==> config.mk <==
export PLATFORM = sky130hd
export DESIGN_NAME = multicycle_control
export DESIGN_NICKNAME = d
export VERILOG_FILES = /design/src/rtl/ctrl_pkg.sv /design/src/rtl/alu_op_decode.sv /design/src/rtl/multicycle_control.sv
export SDC_FILE = /design/constraint.sdc
export NUM_CORES = 1
export LEC_CHECK = 0
export CAP_MARGIN = 30
export CORE_MARGIN = 3
export CORE_UTILIZATION = 37
export DETAILED_ROUTE_END_ITERATION = 6
export GPL_TIMING_DRIVEN = 0
export PLACE_DENSITY_LB_ADDON = 0.2
export SLEW_MARGIN = 5
export SYNTH_ARGS = -nofsm -noshare
export SYNTH_HDL_FRONTEND = slang
export SYNTH_SLANG_ARGS = --single-unit
==> constraint.sdc <==
create_clock -name clk -period 1.7 [get_ports clk]
set_input_delay 0.34 -clock clk [delete_from_list [all_inputs] [get_ports clk]]
set_output_delay 0.34 -clock clk [all_outputs]
set_load 0.05 [all_outputs]
==> src/rtl/ctrl_pkg.sv <==
// Shared encodings for the multi-cycle RISC-V control path: states, ALU ops,
// opcodes and datapath select values.
package ctrl_pkg;

    typedef enum logic [3:0] {
        S_FETCH,
        S_DECODE,
        S_MEMADR,
        S_MEMREAD,
        S_MEMWB,
        S_MEMWRITE,
        S_EXECR,
        S_EXECI,
        S_LUI,
        S_ALUWB,
        S_BRANCH,
        S_JAL,
        S_JALR,
        S_LINK,
        S_TRAP
    } state_t;

    localparam logic [3:0] ALU_ADD  = 4'b0000;
    localparam logic [3:0] ALU_PASS = 4'b0001;
    localparam logic [3:0] ALU_AND  = 4'b0010;
    localparam logic [3:0] ALU_OR   = 4'b0011;
    localparam logic [3:0] ALU_XOR  = 4'b0100;
    localparam logic [3:0] ALU_SLL  = 4'b0101;
    localparam logic [3:0] ALU_SRL  = 4'b0110;
    localparam logic [3:0] ALU_SRA  = 4'b0111;
    localparam logic [3:0] ALU_BEQ  = 4'b1000;
    localparam logic [3:0] ALU_BNE  = 4'b1001;
    localparam logic [3:0] ALU_SUB  = 4'b1010;
    localparam logic [3:0] ALU_LT   = 4'b1100;
    localparam logic [3:0] ALU_GE   = 4'b1101;
    localparam logic [3:0] ALU_LTU  = 4'b1110;
    localparam logic [3:0] ALU_GEU  = 4'b1111;

    localparam logic [6:0] OP_LOAD   = 7'b0000011;
    localparam logic [6:0] OP_STORE  = 7'b0100011;
    localparam logic [6:0] OP_R      = 7'b0110011;
    localparam logic [6:0] OP_I      = 7'b0010011;
    localparam logic [6:0] OP_BRANCH = 7'b1100011;
    localparam logic [6:0] OP_JAL    = 7'b1101111;
    localparam logic [6:0] OP_JALR   = 7'b1100111;
    localparam logic [6:0] OP_LUI    = 7'b0110111;
    localparam logic [6:0] OP_AUIPC  = 7'b0010111;

    localparam logic [1:0] SRCA_PC    = 2'b00;
    localparam logic [1:0] SRCA_OLDPC = 2'b01;
    localparam logic [1:0] SRCA_REGA  = 2'b10;

    localparam logic [1:0] SRCB_REGB  = 2'b00;
    localparam logic [1:0] SRCB_IMM   = 2'b01;
    localparam logic [1:0] SRCB_FOUR  = 2'b10;

    localparam logic [1:0] RES_ALUOUT  = 2'b00;
    localparam logic [1:0] RES_MEMDATA = 2'b01;
    localparam logic [1:0] RES_ALU     = 2'b10;

    localparam logic [2:0] IMM_I = 3'b000;
    localparam logic [2:0] IMM_S = 3'b001;
    localparam logic [2:0] IMM_B = 3'b010;
    localparam logic [2:0] IMM_U = 3'b011;
    localparam logic [2:0] IMM_J = 3'b100;

    function automatic logic [2:0] imm_src_of(input logic [6:0] opcode);
        logic [2:0] sel;
        case (opcode)
            OP_STORE:         sel = IMM_S;
            OP_BRANCH:        sel = IMM_B;
            OP_LUI, OP_AUIPC: sel = IMM_U;
            OP_JAL:           sel = IMM_J;
            default:          sel = IMM_I;
        endcase
        return sel;
    endfunction

endpackage

==> src/rtl/alu_op_decode.sv <==
// Maps opcode/funct3/funct7 to the ALU operation for R-type, I-type and branch
// instructions, flagging encodings the core does not implement.
module alu_op_decode
    import ctrl_pkg::*;
(
    input  logic [6:0] opcode,
    input  logic [2:0] funct3,
    input  logic [6:0] funct7,
    output logic [3:0] alu_ctrl,
    output logic       illegal
);

    logic funct7_ok;
    assign funct7_ok = (funct7 == 7'b0000000) || (funct7 == 7'b0100000);

    // alt_sub selects sub for funct3 000; only R-type honours it.
    function automatic logic [3:0] arith_op(input logic [2:0] f3, input logic alt,
                                            input logic alt_sub);
        logic [3:0] op;
        case (f3)
            3'b000:  op = (alt && alt_sub) ? ALU_SUB : ALU_ADD;
            3'b001:  op = ALU_SLL;
            3'b010:  op = ALU_LT;
            3'b011:  op = ALU_LTU;
            3'b100:  op = ALU_XOR;
            3'b101:  op = alt ? ALU_SRA : ALU_SRL;
            3'b110:  op = ALU_OR;
            default: op = ALU_AND;
        endcase
        return op;
    endfunction

    always_comb begin
        alu_ctrl = ALU_ADD;
        illegal  = 1'b0;
        case (opcode)
            OP_R: begin
                alu_ctrl = arith_op(funct3, funct7[5], 1'b1);
                illegal  = !funct7_ok;
            end
            OP_I: begin
                alu_ctrl = arith_op(funct3, funct7[5], 1'b0);
                if ((funct3 == 3'b001) || (funct3 == 3'b101)) begin
                    illegal = !funct7_ok;
                end
            end
            OP_BRANCH: begin
                case (funct3)
                    3'b000:  alu_ctrl = ALU_BEQ;
                    3'b001:  alu_ctrl = ALU_BNE;
                    3'b100:  alu_ctrl = ALU_LT;
                    3'b101:  alu_ctrl = ALU_GE;
                    3'b110:  alu_ctrl = ALU_LTU;
                    3'b111:  alu_ctrl = ALU_GEU;
                    default: illegal  = 1'b1;
                endcase
            end
            default: ;
        endcase
    end

endmodule

==> src/rtl/multicycle_control.sv <==
// Moore control FSM for the multi-cycle RISC-V core: sequences one shared ALU
// and one unified memory through fetch/decode/execute/memory/writeback.
module multicycle_control
    import ctrl_pkg::*;
#(
    parameter int W = 32
) (
    input  logic        clk,
    input  logic        rst,
    input  logic [31:0] instr,
    input  logic        flag,
    output logic [3:0]  ALUctrl,
    output logic [1:0]  ALUsrcA,
    output logic [1:0]  ALUsrcB,
    output logic [2:0]  ImmSrc,
    output logic [1:0]  ResultSrc,
    output logic        AdrSrc,
    output logic        IRWrite,
    output logic        PCWrite,
    output logic        MemWrite,
    output logic        RegWrite,
    output logic        retire,
    output logic        trap
);

    state_t     state_q, state_d;
    logic [6:0] opcode;
    logic [3:0] dec_alu_ctrl;
    logic       dec_illegal;
    logic       unused_bits;

    assign opcode = instr[6:0];
    // Register fields and immediates belong to the datapath.
    assign unused_bits = ^{instr[24:15], instr[11:7], (W > 0)};

    alu_op_decode u_alu_op_decode (
        .opcode   (opcode),
        .funct3   (instr[14:12]),
        .funct7   (instr[31:25]),
        .alu_ctrl (dec_alu_ctrl),
        .illegal  (dec_illegal)
    );

    always_ff @(posedge clk) begin
        if (rst) begin
            state_q <= S_FETCH;
        end else begin
            state_q <= state_d;
        end
    end

    always_comb begin
        state_d   = state_q;
        ALUctrl   = ALU_ADD;
        ALUsrcA   = SRCA_PC;
        ALUsrcB   = SRCB_REGB;
        ImmSrc    = imm_src_of(opcode);
        ResultSrc = RES_ALUOUT;
        AdrSrc    = 1'b0;
        IRWrite   = 1'b0;
        PCWrite   = 1'b0;
        MemWrite  = 1'b0;
        RegWrite  = 1'b0;
        retire    = 1'b0;
        trap      = 1'b0;

        case (state_q)
            S_FETCH: begin
                IRWrite   = 1'b1;
                ALUsrcB   = SRCB_FOUR;
                ResultSrc = RES_ALU;
                PCWrite   = 1'b1;
                state_d   = S_DECODE;
            end
            S_DECODE: begin
                // Speculatively compute OldPC+imm so branch/jal/auipc find it in ALUOut.
                ALUsrcA = SRCA_OLDPC;
                ALUsrcB = SRCB_IMM;
                case (opcode)
                    OP_LOAD, OP_STORE: state_d = S_MEMADR;
                    OP_R:              state_d = dec_illegal ? S_TRAP : S_EXECR;
                    OP_I:              state_d = dec_illegal ? S_TRAP : S_EXECI;
                    OP_BRANCH:         state_d = dec_illegal ? S_TRAP : S_BRANCH;
                    OP_JAL:            state_d = S_JAL;
                    OP_JALR:           state_d = S_JALR;
                    OP_LUI:            state_d = S_LUI;
                    OP_AUIPC:          state_d = S_ALUWB;
                    default:           state_d = S_TRAP;
                endcase
            end
            S_MEMADR: begin
                ALUsrcA = SRCA_REGA;
                ALUsrcB = SRCB_IMM;
                state_d = (opcode == OP_LOAD) ? S_MEMREAD : S_MEMWRITE;
            end
            S_MEMREAD: begin
                AdrSrc  = 1'b1;
                state_d = S_MEMWB;
            end
            S_MEMWB: begin
                ResultSrc = RES_MEMDATA;
                RegWrite  = 1'b1;
                retire    = 1'b1;
                state_d   = S_FETCH;
            end
            S_MEMWRITE: begin
                AdrSrc   = 1'b1;
                MemWrite = 1'b1;
                retire   = 1'b1;
                state_d  = S_FETCH;
            end
            S_EXECR: begin
                ALUsrcA = SRCA_REGA;
                ALUctrl = dec_alu_ctrl;
                state_d = S_ALUWB;
            end
            S_EXECI: begin
                ALUsrcA = SRCA_REGA;
                ALUsrcB = SRCB_IMM;
                ALUctrl = dec_alu_ctrl;
                state_d = S_ALUWB;
            end
            S_LUI: begin
                ALUsrcB = SRCB_IMM;
                ALUctrl = ALU_PASS;
                state_d = S_ALUWB;
            end
            S_ALUWB: begin
                RegWrite = 1'b1;
                retire   = 1'b1;
                state_d  = S_FETCH;
            end
            S_BRANCH: begin
                ALUsrcA = SRCA_REGA;
                ALUctrl = dec_alu_ctrl;
                PCWrite = flag;
                retire  = 1'b1;
                state_d = S_FETCH;
            end
            S_JAL: begin
                PCWrite = 1'b1;
                state_d = S_LINK;
            end
            S_JALR: begin
                ALUsrcA   = SRCA_REGA;
                ALUsrcB   = SRCB_IMM;
                ResultSrc = RES_ALU;
                PCWrite   = 1'b1;
                state_d   = S_LINK;
            end
            S_LINK: begin
                ALUsrcA   = SRCA_OLDPC;
                ALUsrcB   = SRCB_FOUR;
                ResultSrc = RES_ALU;
                RegWrite  = 1'b1;
                retire    = 1'b1;
                state_d   = S_FETCH;
            end
            S_TRAP: begin
                trap = 1'b1;
            end
            default: state_d = S_FETCH;
        endcase

        // Reset must never let a half-finished instruction commit anything.
        if (rst) begin
            IRWrite  = 1'b0;
            PCWrite  = 1'b0;
            MemWrite = 1'b0;
            RegWrite = 1'b0;
            retire   = 1'b0;
        end
    end

endmodule

# [Word level (Yosys, flattened, before mapping)]
# Index checks and enable logic that the tools add are counted.
[totals] romBits=0 latch_bits=0 word_cells=85 mem_count=0 ramBits=0 out_inout_bits=20 inputBits=35 register_bits=4
[classes] reduce_logical=21 eq_ne=31 order_cmp=0 muxes=32 n_div=0 shift=0 n_bitwise=0 mul=0 addsub=0
[op_table] operator="$pmux 4 s7" count=3
[op_table] operator="$pmux 4 s8" count=1
[op_table] operator="$eq 4x4->1 const B" count=7
[op_table] operator="$eq 7x6->1 const B" count=4
[op_table] operator="$pmux 4 s6" count=1
[op_table] operator="$eq 7x7->1 const B" count=3
[op_table] operator="$eq 4x3->1 const B" count=4
[op_table] operator="$reduce_or 3->1" count=5
[op_table] operator="$reduce_or 5->1" count=3
[op_table] operator="$eq 7x5->1 const B" count=2
[op_table] operator="$mux 1" count=14
[op_table] operator="$eq 3x3->1 const B" count=4
[op_table] operator="$mux 4" count=3
[op_table] operator="$pmux 2 s2" count=3
[op_table] operator="$pmux 3 s4" count=1
[op_table] operator="$pmux 4 s3" count=1
[op_table] operator="$reduce_or 2->1" count=6
[op_table] operator="$eq 4x2->1 const B" count=2
[op_table] operator="$pmux 4 s2" count=1
[op_table] operator="$eq 7x2->1 const B" count=1
[op_table] operator="$logic_not 7->1" count=1
[op_table] operator="$eq 3x2->1 const B" count=2
[op_table] operator="$mux 3" count=2
[op_table] operator="$reduce_or 6->1" count=1
[op_table] operator="other kinds (8)" count=9

# [Logic depth before layout (Yosys ltp)]
[depth] word_depth=8 mapped_depth=6 ltp_nobuf=5

# [Cells and area by module]
# Synthesis repeated with hierarchy kept, for this count alone.
[hier_totals] hier_cells=139 hier_area_um2=878.3
[by_module_without_submodules] mod="multicycle_control" n_inst=1 area_per_inst_um2=664.4 cells_each=107 seq_area_each_um2=80.1
[by_module_without_submodules] mod="alu_op_decode" n_inst=1 area_per_inst_um2=214.0 cells_each=32 seq_area_each_um2=0.0

# [Worst setup path before layout]
# OpenSTA, ideal clock, no wires.
[synth_timing] path_type="register to output" from="register state_q[1]" to="output IRWrite" arrival_ns=2.386 n_path_buf=2 stages_incl_launch_ff=4 path_slack_ns=-1.026 required_ns=1.360 cell_sequence="dfxtp_1 > buf_2 > clkbuf_1 > nor4b_1"
[synth_via] elab_chain_len=3
[synth_rtl] element="from (decl)" line="multicycle_control.sv:26" rtl="state_t state_q, state_d;"
[synth_rtl] element="from (signal assigned)" line="multicycle_control.sv:48" rtl="state_q <= state_d;"
[synth_rtl] element="$logic_not 4->1" line="multicycle_control.sv:67" rtl="case (state_q)"
[synth_rtl] element="$mux 1" line="multicycle_control.sv:67"
[synth_rtl] element="$mux 1" line="multicycle_control.sv:166" rtl="if (rst) begin"
[synth_rtl] element="to (decl)" line="multicycle_control.sv:18" rtl="output logic IRWrite,"
# No other way between the ends.

# [Worst setup path in the final report]
[layout_timing] from="input instr[3]" to="output ALUctrl[2]"
[layout_via] elab_chain_len=3 elab_cells_between_ends=5 classes_between="3 x eq/ne; 2 x mux"
[layout_rtl] element="from (decl)" line="multicycle_control.sv:10" rtl="input logic [31:0] instr,"
[layout_rtl] element="$eq 7x7->1 (tied with other cells)" line="alu_op_decode.sv:36" rtl="case (opcode)"
[layout_rtl] element="$pmux 4 s3 (*)" line="alu_op_decode.sv:36"
[layout_rtl] element="$pmux 4 s2 (*)" line="multicycle_control.sv:67"
[layout_rtl] element="to (decl)" line="multicycle_control.sv:12" rtl="output logic [3:0] ALUctrl,"
# Mark *: on every way between the ends. The rest lies on a longest branch, timed or not.

==> impl_metrics.toml <==
[timing]
timing.final.crit_period_ns = 1.839
drv_slew = 0
max_freq_ghz = 0.5437
fin_hold_ws_ns = 0.5969
period_share_pct = 108.2
worst_slack_ns = -0.1393
clock_skew_ns = 0.004420
rsz0062_at_grt = "yes"
finalSetupViolCount = 10
worst_slew_pin_slew_ns = 0.6930
finalHoldViolCount = 0
slew_headroom_pct = 53.80

[power]
power.share.switching_pct = 53.82
p_per_area_mw_per_mm2 = 1621
p_int_mw = 1.342
worst_ir_drop_vdd_mv = 1.467
p_leak_nw = 0.7048
combPwrFrac_pct = 87.8
switchingPower_mw = 1.563
p_total_mw = 2.905
p_clk_share_pct = 4.0
power_frac_seq_pct = 8.2

[logic_synthesis]
netlist_instances = 143
synth_edf_count = 0
yosysWarnings = 0
synth.cell_area_sq_um = 904.6
yosys-top-cells-area = "a21oi_1 (8.9%), dfxtp_1 (8.9%), nor2_1 (8.3%)"
ys_types = 46
netlist.top_cell.by_area = "a21oi_1"
synthArstFlopShare_pct = 0
syn-num-nets = 178
ys.flop_type = "dfxtp_1"
synth_top_area_share_pct = 8.852
avgSynthCellArea_sq_um = 6.326
yosysSeqAreaShare_pct = 8.852
ys_ff_latch = 4

[placed_design]
dpl_cell_area_sq_mm = 0.001425
hpwl_um = 2076
place_congestion = 0.8336
io_buffers = 35

[global_route]
grt_pass1_vias = 1172
antenna_found_initial = 0
track_usage_pct = 19.50
grt_pass1_wl_um = 5009
grt_max_degree = 11
grt_overflow = 0

[route]
drtIter0Drc = 26
vias_per_cell = 5.705
dr.pass1.iters = 4
drc = 0
vias = 1295
avgRoutedWirePerCell_um = 15.13
ant_nets = 0
wl_um = 3434

[run_status]
violations = "negative setup slack"
status = "finished with violations"

[critical_path]
endpoint_kind = "primary output"
regToRegStartpoint = "state_q[3]"
path_cells = "buf_6 > buf_8 > and4bb_2 > nand2_4 > a21oi_2 > nor2_1 > nor3_4 > buf_6"
critPathBufInv = 3
start_kind = "input pin"
path_common_cell = "buf_6"
crit_family = "simple AND/OR/NAND/NOR gates"
required_ns = 1.36
crit_fanout = 6
rr_endpoint = "state_q[2]"
cp.arrival_ns = 1.50
cpPeakStageDelay_ns = 0.32
r2r_setup_slack_ns = 0.21
cpMaxStageDelayCell = "and4bb_2"
reg2reg_depth = 5
critPathKind = "input pin to primary output"

[min_path]
min_from = "instr[5]"
min_to = "state_q[1]"
min_path_type = "input pin to flop"
worstHoldPathCells = 5

[final_layout]
layout-drive-gt1-share_pct = 55.28
final_common_cell = "buf_6"
antennaDiodeCount = 0
final_util_pct = 78.72
fin_nets = 236
layout_common_cells = "buf_6 (22), buf_4 (20), nor2_1 (13)"
multi_input_area_sq_um = 992.2
largest_register_ffs = 4
final_cell_area_sq_mm = 0.001792
top_register = "state_q"
top_regs = "state_q x4"
fillCellCount = 152
seq_area_sq_um = 92.59
area_growth_pct = 98.06

[die]
num_rows = 17
die_w_um = 55.45
io_pins = 55
initial_core_util_pct = 39.75
die_height_um = 55.45
fp.dieArea_sq_mm = 0.003074
core_area_sq_mm = 0.002276

[cts]
cts.sinks = 4
path_clk_slew_ns = 0.03
cts_max_level = 1
cts_tree = "built"
clockBufferDepth = 2
cts_root_buf = "clkbuf_4"
insertion_delay_ns = 0.23
postCtsHoldBufs = 0
cts-buffers-inserted = 3

[job]
cap_viol_max_count = 0
[how the worst max path moves through the flow]
stage                 end       start  slack, ns  cells past startpoint
6_report       ALUctrl[2]    instr[3]      -0.14                      8
5_1_grt        ALUctrl[3]  state_q[3]      -0.21                      7
4_1_cts        ALUctrl[2]    instr[3]      -0.14                      8
3_5_place_dp   ALUctrl[2]    instr[6]      -1.45                      6
3_3_place_gp   ALUctrl[2]    instr[6]      -1.45                      6
2_1_floorplan  ALUctrl[2]    instr[3]      -0.38                      4
[metrics by stage]
stage / setup TNS (ns) / instances / setup slack (ns)
6_report: -0.6856 / 227 / -0.1393
5_1_grt: -1.574 / 227 / -0.2083
3_3_place_gp: -15.17 / 206 / -1.446
3_5_place_dp: -15.63 / 206 / -1.454
4_1_cts: -0.5863 / 219 / -0.1434
2_1_floorplan: -1.673 / 143 / -0.3768
[power groups by stage]
| stage | Sequential, mW | Clock, mW | Combinational, mW |
|---|---|---|---|
| 2_1_floorplan | 0.155 | 0 | 1.47 |
| 3_3_place_gp | 0.159 | 0 | 1.96 |
| 3_5_place_dp | 0.161 | 0 | 1.98 |
| 4_1_cts | 0.225 | 0.118 | 2.19 |
| 5_1_grt | 0.249 | 0.133 | 2.68 |
| 6_report | 0.239 | 0.115 | 2.55 |
[Yosys cell counts, types with 2 or more instances]
cell type,instances
nor2_1,20
a21oi_1,16
o21ai_0,11
nand2_1,10
nand2b_1,7
clkbuf_1,6
nor2b_1,6
nand3_1,5
buf_2,4
dfxtp_1,4
inv_1,4
nor4_1,4
a31oi_1,3
nor3_1,3
a211o_1,2
a211oi_1,2
and3b_1,2
buf_6,2
nor3b_1,2
nor4b_1,2
or3_1,2
xnor2_1,2
[cell families after synthesis]
kind of cell	Yosys count	synth area share, %
AO/OA/AOI/OAI	45	30.57
XOR/XNOR	3	2.905
buffers and inverters	17	9.266
flip-flops	4	8.852
multiplexers	1	1.107
AND/OR/NAND/NOR	73	47.30
[tightest hold or removal path: stages]
cell      delay (ns)
buf_4           0.12
or4_4           0.13
o21ai_1         0.05
nand2b_1        0.07
a21oi_1         0.07
[metal layers]
metal	track usage (%)	vias to the layer above	wire, um	part of all wire (%)
li1	-	637	-	-
met1	22.14	602	1362	40
met2	36.32	50	1864	54
met3	2.804	6	151	4.4
met4	6.944	0	55	1.6
met5	0	-	0	0
[repair_timing]
item,in CTS,in global routing
resized for setup,182,44
buffers inserted,12,8
setup endpoints to repair,23,21
pin swaps,15,9
[area by class of cell]
type	instances	share of cell area, %
inverter	4	1.047
sequential	4	5.168
multi-input combinational	122	55.38
clock buffer	3	1.257
timing repair buffer	55	27.93
tap	28	1.955
buffer	11	7.263
Note: power is estimated with default switching activity, not from simulation.
